$ cat src/rtl/uart_hex_tx_sequencer.sv
// uart_hex_tx_sequencer
// Queues bytes from a UART receiver and echoes each one to a UART transmitter
// as two uppercase ASCII hex characters (high nibble first), optionally
// followed by CR, LF.
//
// Parameters
//   FIFO_DEPTH : receive-byte queue depth, power of two in 2..16
//   SEND_CRLF  : 1 = append 0x0D 0x0A after the hex pair, 0 = hex pair only
//
// Ports
//   i_clk, i_rst_n : rising-edge clock, asynchronous active-low reset
//   i_rx_byte      : received byte, qualified by the one-cycle i_rx_valid strobe
//   o_tx_byte      : character for the transmitter, held between pulses
//   o_tx_dv        : one-cycle transmit-start pulse
//   i_tx_active    : transmitter busy
//   i_tx_done      : one-cycle strobe at the end of the transmitter stop bit
//   o_busy         : sequencer is working on a byte (FSM not in IDLE)
//   o_overflow     : sticky, a received byte was dropped because the queue was full
//   o_fifo_count   : number of bytes waiting in the queue
module uart_hex_tx_sequencer #(
    parameter int unsigned FIFO_DEPTH = 4,
    parameter int unsigned SEND_CRLF  = 1
) (
    input  logic                          i_clk,
    input  logic                          i_rst_n,
    input  logic [7:0]                    i_rx_byte,
    input  logic                          i_rx_valid,
    output logic [7:0]                    o_tx_byte,
    output logic                          o_tx_dv,
    input  logic                          i_tx_active,
    input  logic                          i_tx_done,
    output logic                          o_busy,
    output logic                          o_overflow,
    output logic [$clog2(FIFO_DEPTH):0]   o_fifo_count
);

    localparam int unsigned AW = $clog2(FIFO_DEPTH);
    localparam int unsigned CW = $clog2(FIFO_DEPTH) + 1;
    localparam logic [1:0]  LAST_IDX = (SEND_CRLF != 0) ? 2'd3 : 2'd1;

    typedef enum logic [1:0] {
        S_IDLE  = 2'd0,
        S_LOAD  = 2'd1,
        S_ISSUE = 2'd2,
        S_WAIT  = 2'd3
    } state_t;

    // Upper-case ASCII hex digit for one nibble.
    function automatic logic [7:0] hex_char(input logic [3:0] nib);
        return (nib < 4'd10) ? (8'h30 + 8'(nib)) : (8'h37 + 8'(nib));
    endfunction

    logic [7:0]    mem [FIFO_DEPTH];
    logic [AW-1:0] wr_ptr;
    logic [AW-1:0] rd_ptr;
    logic [CW-1:0] count;
    logic          overflow_q;

    state_t        state;
    logic [1:0]    idx;
    logic [7:0]    cur_byte;
    logic [7:0]    tx_byte_q;
    logic          busy_q;

    logic          fifo_full;
    logic          pop;
    logic          push;
    logic [7:0]    issue_char;

    // The only pop happens in LOAD, which is entered only with a non-empty queue.
    assign fifo_full = (count == CW'(FIFO_DEPTH));
    assign pop       = (state == S_LOAD);
    // A write at full is still accepted when the head leaves in the same cycle.
    assign push      = i_rx_valid && (!fifo_full || pop);

    // Character selected by the current index.
    always_comb begin
        issue_char = 8'h0A;
        case (idx)
            2'd0:    issue_char = hex_char(cur_byte[7:4]);
            2'd1:    issue_char = hex_char(cur_byte[3:0]);
            2'd2:    issue_char = 8'h0D;
            default: issue_char = 8'h0A;
        endcase
    end

    // The start pulse must appear in the first ISSUE cycle once the transmitter
    // is free, so it is decoded from the state register and i_tx_active.
    assign o_tx_dv      = (state == S_ISSUE) && !i_tx_active;
    assign o_tx_byte    = o_tx_dv ? issue_char : tx_byte_q;
    assign o_busy       = busy_q;
    assign o_overflow   = overflow_q;
    assign o_fifo_count = count;

    // Queue storage; contents need no reset because the pointers define validity.
    always_ff @(posedge i_clk) begin
        if (push) begin
            mem[wr_ptr] <= i_rx_byte;
        end
    end

    // Queue pointers, occupancy and sticky overflow. Pointers wrap naturally
    // because FIFO_DEPTH is a power of two.
    always_ff @(posedge i_clk or negedge i_rst_n) begin
        if (!i_rst_n) begin
            wr_ptr     <= '0;
            rd_ptr     <= '0;
            count      <= '0;
            overflow_q <= 1'b0;
        end else begin
            if (push) begin
                wr_ptr <= wr_ptr + AW'(1);
            end
            if (pop) begin
                rd_ptr <= rd_ptr + AW'(1);
            end
            count <= count + CW'(push) - CW'(pop);
            if (i_rx_valid && fifo_full && !pop) begin
                overflow_q <= 1'b1;
            end
        end
    end

    // Sequencer FSM: fetch a byte, then issue its characters one per transmit.
    always_ff @(posedge i_clk or negedge i_rst_n) begin
        if (!i_rst_n) begin
            state     <= S_IDLE;
            idx       <= 2'd0;
            cur_byte  <= 8'h00;
            tx_byte_q <= 8'h00;
            busy_q    <= 1'b0;
        end else begin
            case (state)
                S_IDLE: begin
                    if (count != '0) begin
                        state  <= S_LOAD;
                        busy_q <= 1'b1;
                    end
                end
                S_LOAD: begin
                    cur_byte <= mem[rd_ptr];
                    idx      <= 2'd0;
                    state    <= S_ISSUE;
                end
                S_ISSUE: begin
                    if (!i_tx_active) begin
                        tx_byte_q <= issue_char;
                        state     <= S_WAIT;
                    end
                end
                S_WAIT: begin
                    if (i_tx_done) begin
                        if (idx == LAST_IDX) begin
                            state  <= S_IDLE;
                            busy_q <= 1'b0;
                        end else begin
                            idx   <= idx + 2'd1;
                            state <= S_ISSUE;
                        end
                    end
                end
                default: begin
                    state  <= S_IDLE;
                    busy_q <= 1'b0;
                end
            endcase
        end
    end

endmodule

$ cat config.mk
export PLATFORM = sky130hd
export DESIGN_NAME = uart_hex_tx_sequencer
export DESIGN_NICKNAME = d
export VERILOG_FILES = /design/src/rtl/uart_hex_tx_sequencer.sv
export SDC_FILE = /design/constraint.sdc
export NUM_CORES = 1
export LEC_CHECK = 0
export CORE_AREA = 5 5 102 104
export CTS_CLUSTER_SIZE = 20
export DETAILED_ROUTE_END_ITERATION = 16
export DIE_AREA = 0 0 107 109
export GPL_TIMING_DRIVEN = 0
export HOLD_SLACK_MARGIN = 0.1
export PLACE_DENSITY = 0.51
export SYNTH_ARGS = -nofsm -noshare
export SYNTH_HDL_FRONTEND = slang
export SYNTH_SLANG_ARGS = --single-unit
$ cat constraint.sdc
create_clock -name i_clk -period 2.4 [get_ports i_clk]
set_input_delay 0.36 -clock i_clk [delete_from_list [all_inputs] [get_ports i_clk]]
set_output_delay 0.36 -clock i_clk [all_outputs]
set_load 0.05 [all_outputs]
* Word-level counts from Yosys, hierarchy flattened
Memories as Yosys holds them, arrays and structs flattened. A register that Yosys moved wholly into a read port is not among the register bits.
Index checks and enable logic that the tools add are counted.
W data, S select, Z words.
** Word-level totals
- Register bits :: 21
- Bits in writable memories :: 32
- Bits of input ports :: 13
- Word-level logic and storage cells :: 69
- Memories :: 1
** Memories
- mem :: words 4, bits a word 8, rd ports 1, clocked after memory_dff 1, wr ports 1, RTL line 53 : logic [7:0] mem [FIFO_DEPTH];
** Operators by class
- Add/sub/neg operators :: 9
- $lt $le $gt $ge :: 2
- Eq/ne operators :: 12
- Multiplexer cells :: 18
- Bitwise logic cells :: 1
- Reductions and logical operators :: 18
** Operator list (number)
- $add A6 B4 Y7 const A :: 4
- $pmux W7 S3 :: 1
- $mux W7 :: 2
- $mux W2 :: 6
- $ne A2 B2 Y1 const B :: 5
- $eq A2 B2 Y1 const B :: 4
- $lt A4 B4 Y1 const B :: 2
- $mux W8 :: 1
- $pmux W2 S4 :: 1
- $add A2 B1 Y2 const B :: 3
- $reduce_and A3 Y1 :: 2
- $mux W1 :: 5
- $eq A2 B1 Y1 const B :: 2
- $logic_and A1 B1 Y1 :: 4
- $logic_not A1 Y1 :: 4
- $logic_not A2 Y1 :: 2
- $pmux W2 S2 :: 1
- $reduce_and A4 Y1 :: 1
- $reduce_bool A2 Y1 :: 2
- $add A3 B1 Y3 :: 1
- $eq A3 B3 Y1 const B :: 1
- $reduce_bool A3 Y1 :: 1
- $sub A3 B1 Y3 :: 1
- $pmux W1 S2 :: 1
- 3 further kinds :: 3

* Depth between registers and ports, before layout
- Word-level depth :: 6
- Gate-level depth with buffers :: 12
- Gate-level depth less buffers :: 10

* Least setup slack after synthesis
OpenSTA, ideal clock, no wires.
- Path kind :: reg-to-output
- From :: reg state[0]
- To :: out o_tx_byte[0]
- Arrival time :: 2.179 ns
- Slack :: -0.139 ns
- Stages on the path, launching flop included :: 6
- Path buffers :: 1
- Path through :: dfrtp_1 > buf_4 > nor2_1 > nand2_2 > or2_1 > o21ai_0
** Between the ends
- Longest elaborated chain between the ends :: 3
** Ends and longest elaborated chain
- from (decl) :: RTL line 59 : state_t state;
- from (signal assigned) :: RTL line 127 : state <= S_IDLE;
- from (signal assigned) :: RTL line 136 : state <= S_LOAD;
- from (signal assigned) :: RTL line 143 : state <= S_ISSUE;
- $eq A2 B2 Y1 :: RTL line 89 : assign o_tx_dv = (state == S_ISSUE) && !i_tx_active;
- $logic_and A1 B1 Y1 :: RTL line 89
- $mux W8 :: RTL line 90 : assign o_tx_byte = o_tx_dv ? issue_char : tx_byte_q;
- to (decl) :: RTL line 28 : output logic [7:0] o_tx_byte,
No other way between the ends.

* Worst setup path after layout
- From :: reg state[1]
- To :: reg count[2] (netlist: o_fifo_count[2])
** Between the ends
- Longest elaborated chain between the ends :: 5
** Ends and longest elaborated chain
- $eq A2 B1 Y1 * :: RTL line 72 : assign pop = (state == S_LOAD);
- $logic_or A1 B1 Y1 :: RTL line 74 : assign push = i_rx_valid && (!fifo_full || pop);
- $logic_and A1 B1 Y1 :: RTL line 74
- $add A3 B1 Y3 :: RTL line 117 : count <= count + CW'(push) - CW'(pop);
- $sub A3 B1 Y3 * :: RTL line 117
- to (signal assigned) :: RTL line 117
- to (decl) :: RTL line 56 : logic [CW-1:0] count;
Mark *: on every way between the ends. The rest lies on a longest branch, timed or not.
A chain may end at the register's enable or synchronous reset.

==> impl_metrics.json <==
{
  "outcome": "completed",
  "synth_warnings": 0,
  "drc": 0,
  "cts_max_path_buffers": 2,
  "root_buffer": "clkbuf_8",
  "syn_avg_cell_area_um2": 13.1,
  "grt_overflow": 0,
  "clkSinkCount": 60,
  "grt_first_pass_wirelength_um": 8690,
  "io_pins": 27,
  "wl_um": 5050,
  "drtIter0Drc": 56,
  "clkLatencyLatePin_ns": 0.34,
  "cts_buffers": 9,
  "finalSetupTns_ns": 0,
  "antenna_found_initial": 0,
  "grt_pass1_vias": 1718,
  "final_common_cell": "nand2_1",
  "critPathRequiredTime_ns": 2.62,
  "die_h_um": 109,
  "critPathSlowestCell": "dfrtp_1",
  "post_drt_wl_per_cell_um": 13.4,
  "clkSlewWorstSetupHoldPaths_ns": 0.07,
  "p_per_area_nw_per_um2": 1390,
  "worst_pin_slew_ns": 0.648,
  "crit_path_max_fanout": 8,
  "grt_max_degree": 29,
  "antenna_left": 0,
  "synth-seq-cells": 60,
  "rsz0062_at_grt": "true",
  "skew_ns": 0.00567,
  "leakage_uw": 0.00138,
  "syn-num-nets": 234,
  "coreArea_um2": 9460,
  "finalSetupViolCount": 0,
  "worstHoldPathType": "reg2reg",
  "via_count": 1663,
  "dr.pass1.iters": 4,
  "layout_common_cells": "nand2_1 (34), edfxtp_1 (32), dfrtp_1 (28), buf_4 (16), clkdlybuf4s50_1 (16)",
  "crit_type": "reg2reg",
  "drive_above_1_share_pct": 27.5,
  "placed_area_um2": 3110,
  "dieArea_um2": 11700,
  "crit_path_start_kind": "register",
  "relSlewSlack_pct": 56.8,
  "grtUsageTotal_pct": 9.80,
  "antenna_cells": 0,
  "finalHoldViolCount": 0,
  "r2r_slack_ns": 0.12,
  "h-tree-depth": 3,
  "final_core_util_pct": 36.2,
  "io_buffer_count": 25,
  "critical-path-max-stage-delay_ns": 0.37,
  "path_cells": "buf_6 > nand2b_2 > buf_6 > nand3_4 > and2_4 > inv_1 > ha_1 > inv_1 > ha_2 > fa_2 > xnor2_2 > xnor2_1",
  "area_growth_pct": 26.2,
  "syn_area_um2": 2720,
  "drv_cap": 0,
  "die_width_um": 107,
  "postLayoutSetupSlackWorst_ns": 0.116,
  "dp_hpwl_um": 3390,
  "cts_tree": "yes",
  "rows": 36,
  "synthDistinctLibCells": 39,
  "synth_seq_area_share_pct": 61.2,
  "min_period_over_period_pct": 95.2,
  "timing.fmax_mhz": 438,
  "period_needed_ns": 2.28,
  "arrival_ns": 2.51,
  "start_util_pct": 28.7,
  "end_kind": "register",
  "pre_cts_slack_ns": -0.537,
  "nets": 283,
  "max-vdd-ir-drop_mv": 0.457,
  "synthCells": 208,
  "fin_area_um2": 3430,
  "gp_congestion": 0.749,
  "slew_violations": 0,
  "routed_via_density": 4.42
}
[path summary, 6_finish.rpt]
| check | start | end | cells after the start |
|---|---|---|---|
| setup / recovery | state[1] | o_fifo_count[2] | 12 |
| hold / removal | o_overflow | o_overflow | 1 |
| setup reg to reg | state[1] | o_fifo_count[2] | 12 |
| hold reg to reg | o_overflow | o_overflow | 1 |
| max in group asynchronous | i_rst_n | rd_ptr[1] | 2 |
| min in group asynchronous | i_rst_n | cur_byte[2] | 2 |
[synthesized netlist by cell type (all sizes together)]
cell | n | area share, %
a21oi | 4 | 0.74
a221oi | 2 | 0.64
a22o | 1 | 0.32
a22oi | 2 | 0.55
a41o | 1 | 0.37
and2 | 1 | 0.32
and3 | 4 | 1.0
buf | 6 | 1.8
clkbuf | 1 | 0.14
conb | 1 | 0.14
dfrtp | 28 | 26
edfxtp | 32 | 35
fa | 1 | 0.74
ha | 12 | 5.5
inv | 16 | 2.2
mux2 | 3 | 1.4
mux4 | 8 | 6.6
nand2 | 35 | 4.9
nand2b | 2 | 0.55
nand3 | 3 | 1.0
nand4 | 1 | 0.23
nor2 | 6 | 0.83
nor2b | 4 | 0.92
nor3 | 3 | 0.55
nor4 | 1 | 0.23
o21a | 1 | 0.28
o21ai | 16 | 2.9
o22a | 2 | 0.64
o22ai | 2 | 0.46
o31ai | 1 | 0.28
or2 | 1 | 0.23
xnor2 | 7 | 2.3
[metrics by stage]
step	hold slack, ns	total power (µW)	instances
6_report	0.468	4770	376
3_5_place_dp	0.457	3750	347
4_1_cts	0.473	4580	365
2_1_floorplan	0.0644	3170	208
5_1_grt	0.506	5130	376
3_3_place_gp	0.451	3730	347
[repair_timing]
item                       4_1_cts  5_1_grt
hold endpoints to repair         0       23
setup endpoints to repair        8        8
resized for setup               53       21
hold buffers                     0        1
pin swaps                        0        4
buffers inserted                 2       10
[routing by layer]
layer / vias to the layer above / wire length, µm / GRT usage [%]
li1: 837 / - / -
met1: 789 / 2310 / 12.1
met2: 29 / 2430 / 15.3
met3: 8 / 213 / 4.26
met4: 0 / 92 / 3.56
met5: - / 0 / 0
[cell families after synthesis]
kind of cell             Yosys count  share of synthesized area, %
buffers and inverters             23                          4.10
flip-flops                        60                          61.2
multiplexers                      11                          8.01
XOR/XNOR                           7                          2.26
other                              1                         0.138
AND/OR/NAND/NOR                   61                          10.8
adder cells (fa/ha/maj)           13                          6.26
AO/OA/AOI/OAI                     32                          7.23
[power breakdown]
group	total [µW]	internal, µW	switching [µW]
logic	2320	999	1320
registers	1640	1440	207
clock network	803	378	425
total	4770	2810	1950
[final cells by class]
type	instances	area (µm²)
sequential	60	1660
inverter	16	60.1
tap	114	143
buffer	7	51.3
clock inverter	7	51.3
clock buffer	9	124
fill	931	6030
multi-input combinational	125	997
timing repair buffer	38	339
[state kept, by name, summed over array words and instances (netlist names)]
signal / count
o_overflow: 1
tx_byte_q: 7
cur_byte: 8
wr_ptr: 2
state: 2
idx: 2
o_fifo_count: 3
rd_ptr: 2
mem: 32
o_busy: 1
[worst max-delay path: cells and delay by family, from the launching register on]
family	cells	cell delay, ns
xor gates and xnor gates	2	0.27
adders and majority gates	3	0.80
buffers and inverters	4	0.35
DFF	1	0.37
and+or+nand+nor	3	0.38
(Power assumes the default switching activity.)
==> RTL change (same flow settings) <==
Add an input register stage for `i_rx_byte`, `i_rx_valid`, `i_tx_active` and `i_tx_done`; this delays them by one clock. Comments in the files are not updated.
--- a/src/rtl/uart_hex_tx_sequencer.sv
+++ b/src/rtl/uart_hex_tx_sequencer.sv
@@ -45,6 +45,18 @@
         S_WAIT  = 2'd3
     } state_t;
 
+    logic [7:0] i_rx_byte_q;
+    logic i_rx_valid_q;
+    logic i_tx_active_q;
+    logic i_tx_done_q;
+
+    always_ff @(posedge i_clk) begin
+        i_rx_byte_q   <= i_rx_byte;
+        i_rx_valid_q  <= i_rx_valid;
+        i_tx_active_q <= i_tx_active;
+        i_tx_done_q   <= i_tx_done;
+    end
+
     // Upper-case ASCII hex digit for one nibble.
     function automatic logic [7:0] hex_char(input logic [3:0] nib);
         return (nib < 4'd10) ? (8'h30 + 8'(nib)) : (8'h37 + 8'(nib));
@@ -71,7 +83,7 @@
     assign fifo_full = (count == CW'(FIFO_DEPTH));
     assign pop       = (state == S_LOAD);
     // A write at full is still accepted when the head leaves in the same cycle.
-    assign push      = i_rx_valid && (!fifo_full || pop);
+    assign push      = i_rx_valid_q && (!fifo_full || pop);
 
     // Character selected by the current index.
     always_comb begin
@@ -86,7 +98,7 @@
 
     // The start pulse must appear in the first ISSUE cycle once the transmitter
     // is free, so it is decoded from the state register and i_tx_active.
-    assign o_tx_dv      = (state == S_ISSUE) && !i_tx_active;
+    assign o_tx_dv      = (state == S_ISSUE) && !i_tx_active_q;
     assign o_tx_byte    = o_tx_dv ? issue_char : tx_byte_q;
     assign o_busy       = busy_q;
     assign o_overflow   = overflow_q;
@@ -95,7 +107,7 @@
     // Queue storage; contents need no reset because the pointers define validity.
     always_ff @(posedge i_clk) begin
         if (push) begin
-            mem[wr_ptr] <= i_rx_byte;
+            mem[wr_ptr] <= i_rx_byte_q;
         end
     end
 
@@ -115,7 +127,7 @@
                 rd_ptr <= rd_ptr + AW'(1);
             end
             count <= count + CW'(push) - CW'(pop);
-            if (i_rx_valid && fifo_full && !pop) begin
+            if (i_rx_valid_q && fifo_full && !pop) begin
                 overflow_q <= 1'b1;
             end
         end
@@ -143,13 +155,13 @@
                     state    <= S_ISSUE;
                 end
                 S_ISSUE: begin
-                    if (!i_tx_active) begin
+                    if (!i_tx_active_q) begin
                         tx_byte_q <= issue_char;
                         state     <= S_WAIT;
                     end
                 end
                 S_WAIT: begin
-                    if (i_tx_done) begin
+                    if (i_tx_done_q) begin
                         if (idx == LAST_IDX) begin
                             state  <= S_IDLE;
                             busy_q <= 1'b0;
Check against the original RTL: not equivalent (Yosys sat finds a counterexample within 4 cycles, from zero or initial values and one cycle with i_rst_n low).
==> RTL change against the original RTL <==
- synthesized area is 8.0% higher
- hold slack worse by 14 ps
- count of clock-buffer cells in the layout stayed put
- final area is 6.8% higher
- sequential cell count is 11 higher
- non-clock buffer count is 6 lower
- first-iteration DRC count is 13% lower
- total power is 6.4% higher
- worst setup slack worse by 45 ps
- routed wire length is 1.7% higher
- fmax is 1.9% lower
- critical endpoint unchanged
- largest power group unchanged
==> RTL change: results (changes against the original RTL) <==
- Result of the run: finished, final reports clean
- Worst slack after detailed placement: -256 ps (+281 ps)
- Detail Route met3 WL: 177 um (-17%)
- Placed instance count: 358 (+3.2%)
- Number of fill cells: 941 (+1.1%)
- Hold Path Sink: i_rx_byte_q[1]$_DFF_P_
- Synthesized netlist cell count: 219 (+5.3%)
- Tightest Hold Check Type: in -> reg
- Multi-input gate share of the layout cell area: 0.270 (-0.0208)
- Post-detailed-placement cell area: 3330 um^2 (+7.0%)
- Via count of the first global-routing pass: 1668 (-2.9%)
- Share of post-route cells with drive strength above 1: 0.236 (-0.0389)
- Final Skew: 5.83 ps (+0.160 ps)
- Grt met2 use: 0.151 (-0.00225)
- Seq/Total Area, Yosys: 0.642 (+0.0299)
- GR Util All Layers: 0.0961 (-0.00190)
- Count of inverters other than clock inverters in the layout: 17 (+1)
- Reg-to-reg setup timing slack: 70 ps (-40 ps)
- Seq cells: 71 (+18%)
- Net switching power: 1.90 mW (-2.7%)
- Metal-1 WL: 2.36 mm (+2.3%)
- Leakage component of the power: 1.48 nW (+7.4%)
- Largest vdd supply drop: 387 uV (-15%)
- Rel. slew slack: 0.575 (+0.00684)
- Wire length of the first global-routing pass: 8.50 mm (-2.2%)
- Final-stage net count: 288 (+1.8%)
- Clock network power consumption: 1.15 mW (+43%)
- Layout overhead on the synthesized area: 24.7%
- Main area contributors after synthesis: sky130_fd_sc_hd__edfxtp_1 (33%), sky130_fd_sc_hd__dfrtp_1 (24%), sky130_fd_sc_hd__dfxtp_1 (7.5%)
- Last weighted congestion value of the routability-driven placer: 0.764 (+2.0%)
- Total wire length after detailed routing: 5.13 mm (+1.7%)
[RTL change: cell count changes after synthesis]
cell	before	now
sky130_fd_sc_hd__dfxtp_1	0	11
sky130_fd_sc_hd__inv_1	16	17
sky130_fd_sc_hd__nor2b_1	4	6
sky130_fd_sc_hd__a22o_1	1	0
sky130_fd_sc_hd__o21ai_1	0	2
sky130_fd_sc_hd__o22ai_1	2	1
sky130_fd_sc_hd__nand2b_1	1	0
sky130_fd_sc_hd__a21oi_1	4	3
sky130_fd_sc_hd__nand2_1	34	33
[RTL change: kinds of logic after synthesis]
group / synth area share
buf+inv: 0.0392
other cells: 0.00128
flops: 0.642
compound gates: 0.0636
mux: 0.0742
simple gates: 0.101
fa+ha+maj: 0.0580
xor+xnor: 0.0209
[RTL change: timing repair]
| action | CTS | global route |
|---|---|---|
| endpoints found under the hold margin | 0 | 8 |
| hold buffers | 0 | 1 |
| gates resized for setup | 49 | 16 |
| pin swaps | 0 | 4 |
| buffers inserted | 2 | 4 |
| endpoints found under the setup margin | 8 | 8 |
